**config.mk**
```make
export PLATFORM = sky130hd
export DESIGN_NAME = avmm_read_master
export DESIGN_NICKNAME = d
export VERILOG_FILES = /design/src/rtl/avmm_rd_pkg.sv /design/src/rtl/avmm_read_master_rd_fifo.sv /design/src/rtl/avmm_read_master.sv
export SDC_FILE = /design/constraint.sdc
export NUM_CORES = 1
export LEC_CHECK = 0
export CAP_MARGIN = 25
export CORE_MARGIN = 5
export CORE_UTILIZATION = 50
export CTS_CLUSTER_SIZE = 16
export DETAILED_ROUTE_END_ITERATION = 7
export GPL_TIMING_DRIVEN = 0
export PLACE_DENSITY_LB_ADDON = 0.2
export SETUP_SLACK_MARGIN = 0.5
export SLEW_MARGIN = 20
export SYNTH_ARGS = -nofsm -noshare
export SYNTH_HDL_FRONTEND = slang
export SYNTH_SLANG_ARGS = --single-unit
```
**constraint.sdc**
```tcl
create_clock -name clk -period 3.7 [get_ports clk]
set_clock_uncertainty 0.2 [all_clocks]
set_input_delay 0.37 -clock clk [delete_from_list [all_inputs] [get_ports clk]]
set_output_delay 0.37 -clock clk [all_outputs]
set_load 0.01 [all_outputs]
```
**src/rtl/avmm_rd_pkg.sv**
```systemverilog
// Shared types and default parameters for the Avalon-MM burst read master.
package avmm_rd_pkg;

    typedef enum logic [1:0] {
        IDLE,
        ISSUE,
        DRAIN,
        FINISH
    } state_e;

    localparam int DEF_DATA_W      = 32;
    localparam int DEF_ADDR_W      = 32;
    localparam int DEF_LEN_W       = 8;
    localparam int DEF_FIFO_DEPTH  = 4;
    localparam int DEF_TIMEOUT_CYC = 1024;

endpackage

```
**src/rtl/avmm_read_master_rd_fifo.sv**
```systemverilog
// Synchronous first-word-fall-through FIFO (module rd_fifo) buffering read responses.
module rd_fifo #(
    parameter int WIDTH = 32,
    parameter int DEPTH = 4
) (
    input  logic                     clk,
    input  logic                     rst_n,
    input  logic                     flush,
    input  logic                     push,
    input  logic [WIDTH-1:0]         push_data,
    input  logic                     pop,
    output logic [WIDTH-1:0]         pop_data,
    output logic [$clog2(DEPTH):0]   count,
    output logic                     full,
    output logic                     empty
);

    localparam int AW = $clog2(DEPTH);
    localparam logic [AW:0] PTR_ONE = (AW+1)'(1);

    logic [WIDTH-1:0] mem_q [DEPTH];
    logic [AW:0]      wr_ptr_q, wr_ptr_d;
    logic [AW:0]      rd_ptr_q, rd_ptr_d;
    logic             do_push, do_pop;

    assign do_push = push & ~full;
    assign do_pop  = pop & ~empty;

    // NOTE: every variable gets a default at the top of always_comb so no path leaves it unassigned (no latch).
    always_comb begin
        wr_ptr_d = wr_ptr_q;
        rd_ptr_d = rd_ptr_q;
        if (flush) begin
            wr_ptr_d = '0;
            rd_ptr_d = '0;
        end else begin
            if (do_push) wr_ptr_d = wr_ptr_q + PTR_ONE;
            if (do_pop)  rd_ptr_d = rd_ptr_q + PTR_ONE;
        end
    end

    // NOTE: sequential state uses non-blocking assignments so all flops update from pre-edge values.
    always_ff @(posedge clk or negedge rst_n) begin
        if (!rst_n) begin
            wr_ptr_q <= '0;
            rd_ptr_q <= '0;
        end else begin
            wr_ptr_q <= wr_ptr_d;
            rd_ptr_q <= rd_ptr_d;
        end
    end

    // NOTE: storage is not reset; the pointers alone define which entries are valid.
    always_ff @(posedge clk) begin
        if (do_push && !flush) mem_q[wr_ptr_q[AW-1:0]] <= push_data;
    end

    assign count    = wr_ptr_q - rd_ptr_q;
    assign full     = (count == (AW+1)'(DEPTH));
    assign empty    = (count == '0);
    assign pop_data = mem_q[rd_ptr_q[AW-1:0]];

endmodule

```
**src/rtl/avmm_read_master.sv**
```systemverilog
// Avalon-MM burst read master streaming words out through a credit-limited FIFO.
// Optional stall timeout enabled by defining AVMM_RD_TIMEOUT_EN.
module avmm_read_master
    import avmm_rd_pkg::*;
#(
    parameter int DATA_W      = DEF_DATA_W,
    parameter int ADDR_W      = DEF_ADDR_W,
    parameter int LEN_W       = DEF_LEN_W,
    parameter int FIFO_DEPTH  = DEF_FIFO_DEPTH,
    parameter int TIMEOUT_CYC = DEF_TIMEOUT_CYC
) (
    input  logic                clk,
    input  logic                rst_n,
    input  logic                start,
    input  logic [ADDR_W-1:0]   base_addr,
    input  logic [LEN_W-1:0]    len,
    output logic                busy,
    output logic                done,
    output logic                error,
    output logic [ADDR_W-1:0]   avm_address,
    output logic                avm_read,
    output logic [DATA_W/8-1:0] avm_byteenable,
    input  logic                avm_waitrequest,
    input  logic [DATA_W-1:0]   avm_readdata,
    input  logic                avm_readdatavalid,
    output logic [DATA_W-1:0]   out_data,
    output logic                out_valid,
    input  logic                out_ready
);

    localparam int CNT_W = $clog2(FIFO_DEPTH) + 1;
    localparam logic [ADDR_W-1:0] ADDR_STEP  = ADDR_W'(DATA_W / 8);
    localparam logic [LEN_W:0]    LEN_ONE    = (LEN_W+1)'(1);
    localparam logic [CNT_W-1:0]  CNT_ONE    = CNT_W'(1);
    localparam logic [CNT_W:0]    CREDIT_MAX = (CNT_W+1)'(FIFO_DEPTH);

    state_e            state_q, state_d;
    logic [ADDR_W-1:0] addr_q, addr_d;
    logic [LEN_W:0]    len_q, len_d;
    logic [LEN_W:0]    issued_q, issued_d;
    logic [LEN_W:0]    popped_q, popped_d;
    logic [CNT_W-1:0]  outst_q, outst_d;
    logic              read_q, read_d;
    logic              busy_q, busy_d;
    logic              done_q, done_d;

    logic              accept, push, pop, timeout;
    logic [CNT_W-1:0]  fifo_count, fifo_next;
    logic              fifo_full, fifo_empty;
    logic [CNT_W:0]    credit_next;

    assign accept = read_q & ~avm_waitrequest;
    // Responses are only taken while a transfer owns them; stale ones after reset drop here.
    assign push   = avm_readdatavalid & (state_q != IDLE) & (outst_q != '0);
    assign pop    = ~fifo_empty & out_ready;

    rd_fifo #(
        .WIDTH (DATA_W),
        .DEPTH (FIFO_DEPTH)
    ) u_fifo (
        .clk       (clk),
        .rst_n     (rst_n),
        .flush     (timeout),
        .push      (push),
        .push_data (avm_readdata),
        .pop       (pop),
        .pop_data  (out_data),
        .count     (fifo_count),
        .full      (fifo_full),
        .empty     (fifo_empty)
    );

`ifdef AVMM_RD_TIMEOUT_EN
    localparam int STALL_W = $clog2(TIMEOUT_CYC + 1);

    logic [STALL_W-1:0] stall_q, stall_d;
    logic               stalled;
    logic               error_q, error_d;

    assign stalled = (read_q & avm_waitrequest) | ((outst_q != '0) & ~avm_readdatavalid);
    assign timeout = stalled && (stall_q == STALL_W'(TIMEOUT_CYC - 1));

    always_comb begin
        stall_d = (stalled && !timeout) ? stall_q + STALL_W'(1) : '0;
        error_d = error_q;
        if (timeout)                       error_d = 1'b1;
        else if (state_q == IDLE && start) error_d = 1'b0;
    end

    always_ff @(posedge clk or negedge rst_n) begin
        if (!rst_n) begin
            stall_q <= '0;
            error_q <= 1'b0;
        end else begin
            stall_q <= stall_d;
            error_q <= error_d;
        end
    end

    assign error = error_q;
`else
    assign timeout = 1'b0;
    assign error   = 1'b0;
`endif

    always_comb begin
        state_d  = state_q;
        addr_d   = addr_q;
        len_d    = len_q;
        issued_d = issued_q;
        popped_d = popped_q;
        outst_d  = outst_q + (accept ? CNT_ONE : '0) - (push ? CNT_ONE : '0);
        done_d   = (state_q == FINISH);

        if (pop) popped_d = popped_q + LEN_ONE;

        case (state_q)
            IDLE: begin
                if (start) begin
                    issued_d = '0;
                    popped_d = '0;
                    if (len != '0) begin
                        state_d = ISSUE;
                        addr_d  = base_addr;
                        len_d   = {1'b0, len};
                    end else begin
                        state_d = FINISH;
                    end
                end
            end
            ISSUE: begin
                if (accept) begin
                    addr_d   = addr_q + ADDR_STEP;
                    issued_d = issued_q + LEN_ONE;
                    if (issued_d == len_q) state_d = DRAIN;
                end
            end
            DRAIN: begin
                if (pop && popped_d == len_q) state_d = FINISH;
            end
            FINISH: state_d = IDLE;
            default: state_d = IDLE;
        endcase

        if (timeout) begin
            state_d = FINISH;
            outst_d = '0;
        end

        fifo_next = fifo_count;
        if (push) fifo_next = fifo_next + CNT_ONE;
        if (pop)  fifo_next = fifo_next - CNT_ONE;
        if (timeout) fifo_next = '0;

        // Credit is judged on next-cycle occupancy so the registered request never overbooks the FIFO.
        credit_next = {1'b0, outst_d} + {1'b0, fifo_next};
        read_d = (state_d == ISSUE) && (credit_next < CREDIT_MAX);
        busy_d = (state_d != IDLE);
    end

    always_ff @(posedge clk or negedge rst_n) begin
        if (!rst_n) begin
            state_q  <= IDLE;
            addr_q   <= '0;
            len_q    <= '0;
            issued_q <= '0;
            popped_q <= '0;
            outst_q  <= '0;
            read_q   <= 1'b0;
            busy_q   <= 1'b0;
            done_q   <= 1'b0;
        end else begin
            state_q  <= state_d;
            addr_q   <= addr_d;
            len_q    <= len_d;
            issued_q <= issued_d;
            popped_q <= popped_d;
            outst_q  <= outst_d;
            read_q   <= read_d;
            busy_q   <= busy_d;
            done_q   <= done_d;
        end
    end

    assign busy           = busy_q;
    assign done           = done_q;
    assign avm_read       = read_q;
    assign avm_address    = addr_q;
    assign avm_byteenable = '1;
    assign out_valid      = ~fifo_empty;

endmodule

```
### After elaboration in Yosys (flattened, before gate mapping)

Memories as Yosys holds them, arrays and structs flattened.
Index checks and enable logic that the tools add are counted.

| word-level totals | value |
|---|---|
| register bits | 72 |
| bits in writable memories | 128 |
| input port bits | 78 |
| output and inout port bits | 73 |
| memories kept | 1 |

Memories:

| name | words | bits a word | rd ports | clocked after memory_dff | write ports | RTL line | text |
|---|---|---|---|---|---|---|---|
| u_fifo.mem_q | 4 | 32 | 1 | 0 | 1 | avmm_read_master_rd_fifo.sv:21 | `logic [WIDTH-1:0] mem_q [DEPTH];` |

| operators by class | value |
|---|---|
| $add $sub $neg | 11 |
| magnitude comparators | 1 |
| eq/ne operators | 10 |
| muxes and demuxes | 22 |
| bitwise logic cells | 9 |
| reductions and logical operators | 12 |

Operator list:

| cell | number |
|---|---|
| 32-bit 2-to-1 mux | 3 |
| 32-bit case mux with 2 select lines | 1 |
| 9-bit 2-to-1 mux | 5 |
| 32-bit by 3-bit adder with 32-bit output, second input constant | 1 |
| 9-bit by 1-bit adder with 9-bit output, second input constant | 2 |
| 9-bit by 8-bit == test with 1-bit output | 2 |
| 9-bit case mux with 2 select lines | 1 |
| 2-bit 2-to-1 mux | 5 |
| 3-bit by 1-bit adder with 3-bit output, second input constant | 3 |
| 2-bit case mux with 4 select lines | 1 |
| 8-bit nonzero test | 1 |
| 1-bit AND | 6 |
| 3-bit 2-to-1 mux | 2 |
| 2-bit inequality test, second input constant | 3 |
| 3-bit AND reduction | 2 |
| 2-bit nonzero test | 3 |
| 3-bit by 3-bit adder with 4-bit output | 1 |
| 2-bit by 1-bit == test with 1-bit output, second input constant | 2 |
| 2-bit == test, second input constant | 2 |
| 4-bit by 3-bit < comparator with 1-bit output, second input constant | 1 |
| 1-bit 2-to-1 mux | 4 |
| 4-bit AND reduction | 1 |
| 3-bit by 1-bit adder with 3-bit output | 1 |
| 3-bit == test, second input constant | 1 |
| other kinds (8) | 11 |

### Longest topological paths before layout

Gate-level depths: netlist of the first run.

| depth | value |
|---|---|
| word-level depth | 11 |
| depth in mapped cells | 13 |
| gate-level depth less buffers | 13 |

### Hierarchy

Synthesis of the first run repeated with hierarchy kept, for this count alone.

| second synthesis, totals | value |
|---|---|
| cell total of the unflattened synthesis | 718 |
| area, all modules | 9,317.7 um2 |

By module, submodules not included:

| module | times used | cells an instance | area an instance (um2) |
|---|---|---|---|
| rd_fifo | 1 | 221 | 5,128.7 |
| avmm_read_master | 1 | 497 | 4,189.0 |

### Least setup slack after synthesis of the first run

OpenSTA, ideal clock, no wires.

| timing | value |
|---|---|
| kind | register -> register |
| from | reg u_fifo.wr_ptr_q[0] |
| to | mem u_fifo.mem_q[3][0] (enable) |
| setup time | 394 ps |
| data arrival time | 2,767 ps |
| required time | 3,106 ps |
| slack | 339 ps |
| cell stages (with the launch flop) | 7 |
| period minus slack after synthesis | 3,361 ps |
| path through | dfrtp_1 > inv_1 > ha_1 > fa_1 > ha_1 > a211oi_1 > and2_1 |

| between the ends | value |
|---|---|
| longest elaborated chain between the ends | 6 |

RTL lines:

| what | RTL line | text |
|---|---|---|
| from (decl) | avmm_read_master_rd_fifo.sv:22 | `logic [AW:0] wr_ptr_q, wr_ptr_d;` |
| from (signal assigned) | avmm_read_master_rd_fifo.sv:48 | `wr_ptr_q <= wr_ptr_d;` |
| 3-bit subtractor | avmm_read_master_rd_fifo.sv:58 | `assign count = wr_ptr_q - rd_ptr_q;` |
| 3-bit == test | avmm_read_master_rd_fifo.sv:59 | `assign full = (count == (AW+1)'(DEPTH));` |
| 1-bit inverter | avmm_read_master_rd_fifo.sv:26 | `assign do_push = push & ~full;` |
| 1-bit AND | avmm_read_master_rd_fifo.sv:26 |  |
| 1-bit 2-to-1 mux | avmm_read_master_rd_fifo.sv:55 | `if (do_push && !flush) mem_q[wr_ptr_q[AW-1:0]] <= push_data;` |
| 1-bit 2-to-1 mux (implied by the code) | avmm_read_master_rd_fifo.sv:55 |  |
| to (decl) | avmm_read_master_rd_fifo.sv:21 |  |

Parallel ways exist; a longest one is shown, timed or not.

### Worst setup path in the final report of the first run

| timing | value |
|---|---|
| from | reg u_fifo.wr_ptr_q[0] |
| to | out out_valid |

| between the ends | value |
|---|---|
| longest elaborated chain between the ends | 3 |

RTL lines:

| what | RTL line | text |
|---|---|---|
| 3-bit subtractor | avmm_read_master_rd_fifo.sv:58 |  |
| 3-bit zero test | avmm_read_master_rd_fifo.sv:60 | `assign empty = (count == '0);` |
| 1-bit inverter | avmm_read_master.sv:190 | `assign out_valid = ~fifo_empty;` |
| to (decl) | avmm_read_master.sv:27 | `output logic out_valid,` |

Every way passes these cells.

==> flow_summary.json, run 1 <==
{
  "outcome": "finished, final reports clean",
  "dp.cells": 1069,
  "n_antenna_cell": 0,
  "cp-start-kind": "flop",
  "cts_tree": "built",
  "synthFlopType": "edfxtp_1",
  "antenna_found_initial": 0,
  "synth_cell_types": 70,
  "hold_viol": 0,
  "layout_commonest_cell": "clkdlybuf4s50_1",
  "path_delay_family": "adder cells",
  "worstSetupPathType": "reg2out",
  "synth_edf_count": 128,
  "crit_fanout": 5,
  "cts_buffers": 17,
  "seqCellArea_mm2": 0.00565,
  "arrival_ps": 2610,
  "core_region_area_mm2": 0.0181,
  "overflow": 0,
  "relSlewSlack_pct": 54.4,
  "period_minus_slack_ps": 3180,
  "tightestPinTransition_ps": 679,
  "async_flop_share_pct": 36.0,
  "post_synth_and_or_nand_nor_area_fraction_pct": 10.5,
  "num_rows": 49,
  "finalNetCount": 962,
  "cp_num_buf_inv": 4,
  "drcViolationCount": 0,
  "via_per_inst": 5.76,
  "via_count": 6386,
  "syn_area_per_cell_um2": 13.3,
  "synthMuxAreaShare_pct": 8.25,
  "min_path_type": "in2reg",
  "crit_top_cell": "inv_2",
  "ir_drop_v": 0.000576,
  "clock.fmax_mhz": 314,
  "slew_viol_final": 0,
  "synth_compound_area_share_pct": 10.7,
  "synth-xor-area-share_pct": 3.85,
  "required_ps": 3130,
  "cts-root-buf": "clkbuf_16",
  "pin_count": 151,
  "avgRoutedWirePerCell_um": 19.0,
  "synth_fa_ha_area_share_pct": 2.60,
  "clk_pin_slew_worst_paths_ps": 80,
  "wl_mm": 21.0,
  "finalSetupTns_ps": 0,
  "drt_iter0_markers": 508,
  "grt_max_degree": 40,
  "nFillCells": 1295,
  "gp_congestion": 0.882,
  "start_util_pct": 51.0,
  "ys.warnings.count": 0,
  "endpoint_kind": "output port",
  "synth-seq-cells": 200,
  "clk_latency_ps": 440,
  "synth_seq_area_share_pct": 61.1,
  "setup_viol": 0,
  "cts_buffer_depth": 2,
  "grt_usage_pct": 19.8,
  "multi_input_area_mm2": 0.00344,
  "synth_top_family_by_area": "compound AO/OA/AOI/OAI gates",
  "slowest_stage": "fa_2",
  "htreeDepth": 4,
  "ant_nets": 0,
  "port_buffers": 144,
  "whs_ps": 185,
  "die_y_um": 146,
  "power_density_mw_per_mm2": 836,
  "dr.pass1.iters": 5,
  "period_share_pct": 86.0,
  "synth_area_mm2": 0.00923,
  "synthesis.instances": 692,
  "dieWidth_um": 146,
  "drive_gt1_share_pct": 15.2,
  "cp_slowest_stage_delay_ps": 590,
  "dpl.hpwl_mm": 14.5,
  "clock-sinks": 200,
  "area_growth_syn_to_layout_pct": 27.4,
  "final_core_util_pct": 65.1,
  "stdcell_count": 1108,
  "grt_pass1_wl_mm": 34.0,
  "layout_common_cells": "clkdlybuf4s50_1, edfxtp_1, dfrtp_1, nand2_1, a21oi_1",
  "rsz0062_at_grt": "yes",
  "grt_pass1_vias": 6790,
  "crit_path_cell_trace": "inv_2 > ha_4 > fa_2 > ha_4 > inv_2 > nor2_4 > inv_2 > clkdlybuf4s50_1",
  "die_area_mm2": 0.0213,
  "drv_cap": 0,
  "leakagePower_nw": 4.27
}
==> routing by layer <==
layer  part of all wire [%]  up-vias  track usage (%)  routed length (um)
li1                       -     2958                -                   -
met2                     49      232             32.3               10200
met3                    7.0       23             4.55                1460
met4                    1.2        0             6.03                 252
met1                     43     3173             26.8                9100
met5                      0        -                0                   0
==> cells by family after synthesis <==
| kind of cell | count (synthesis) |
|---|---|
| DFF | 200 |
| xor gates and xnor gates | 37 |
| AOI/OAI and AO/OA | 152 |
| and+or+nand+nor | 195 |
| other | 2 |
| adders and majority gates | 18 |
| buffers and inverters | 52 |
| muxes | 36 |
==> timing repair <==
action,CTS,global route
setup endpoints to repair,160,160
gates resized for setup,28,23
buffers inserted,1,5
hold buffers,1,0
endpoints found under the hold margin,33,0
pin swaps,0,10
==> sequential cells by signal, summed over array words and instances, names as in the netlist, 2 cells and up <==
register,flops
u_fifo.rd_ptr_q,3
u_fifo.mem_q,128
avm_address,32
state_q,2
popped_q,9
outst_q,3
issued_q,9
u_fifo.wr_ptr_q,3
len_q,8
==> power breakdown <==
group          total [W]  internal [W]  switching, W  leakage [nW]
clock network    0.00185      0.000918      0.000934         0.292
logic            0.00442       0.00226       0.00216          1.91
registers        0.00357       0.00309      0.000474          2.07
==> path summary, 6_finish.rpt <==
check | from | slack, ps | cells past startpoint | endpoint
worst max-delay path | u_fifo.wr_ptr_q[0] | 520 | 8 | out_valid
worst min-delay path | out_ready | 180 | 4 | popped_q[1]
worst max register to register | state_q[1] | 650 | 13 | avm_read
worst min register to register | avm_address[0] | 290 | 2 | avm_address[0]
max in group asynchronous | rst_n | 2470 | 3 | state_q[0]
min in group asynchronous | rst_n | 230 | 2 | avm_address[18]
==> cell usage after synthesis (3+ instances only) <==
| cell type | instances | share of area (%) |
|---|---|---|
| nand2b_1 | 6 | 0.41 |
| o31ai_1 | 3 | 0.24 |
| a41o_1 | 3 | 0.33 |
| mux4_2 | 32 | 7.8 |
| nor3_1 | 9 | 0.49 |
| or3_1 | 5 | 0.34 |
| o21ai_0 | 40 | 2.2 |
| nand4_1 | 12 | 0.81 |
| dfrtp_1 | 72 | 20 |
| and2_1 | 7 | 0.47 |
| buf_6 | 3 | 0.37 |
| o22ai_1 | 11 | 0.75 |
| xor2_1 | 14 | 1.3 |
| inv_1 | 11 | 0.45 |
| buf_4 | 6 | 0.49 |
| a2bb2oi_1 | 5 | 0.47 |
| edfxtp_1 | 128 | 42 |
| xnor2_1 | 21 | 2.0 |
| and4_1 | 8 | 0.76 |
| clkbuf_1 | 26 | 1.1 |
| ha_1 | 16 | 2.2 |
| a22o_1 | 4 | 0.38 |
| buf_1 | 3 | 0.12 |
| nor2_1 | 42 | 1.7 |
| a31oi_1 | 4 | 0.27 |
| nand2_1 | 69 | 2.8 |
| mux2i_1 | 3 | 0.33 |
| nand3_1 | 17 | 0.92 |
| nor4_1 | 3 | 0.20 |
| a21oi_1 | 55 | 3.0 |
==> metrics by stage <==
step                worst slack [ps]  cell area [um^2]  power [W]
floorplan                        670              9250    0.00597
global placement                -474             11000    0.00753
detailed placement              46.7             11000    0.00766
CTS                              264             11600    0.00964
global route                     431             11800     0.0104
finish                           519             11800    0.00984
==> cell type report <==
type                            count  share of cell area (%)
Buffer                             40                    2.05
Clock buffer                       17                    3.62
Clock inverter                     15                    1.42
Inverter                           12                   0.383
Multi-Input combinational cell    443                    29.2
Sequential cell                   200                    48.0
Tap cell                          229                    2.44
Timing Repair Buffer              152                    12.9
==> worst min-delay path, stage by stage <==
cell     delay (ps)
buf_4           130
nand2_1         130
nand2_1         100
a21oi_1          60
Power figures use the tool's default switching activity.
==> run 2: changes to the inputs <==
CAP_MARGIN = 20   (was 25)
==> results of run 2 <==
No change in the layout: final DEF, timing and power equal those of run 1.
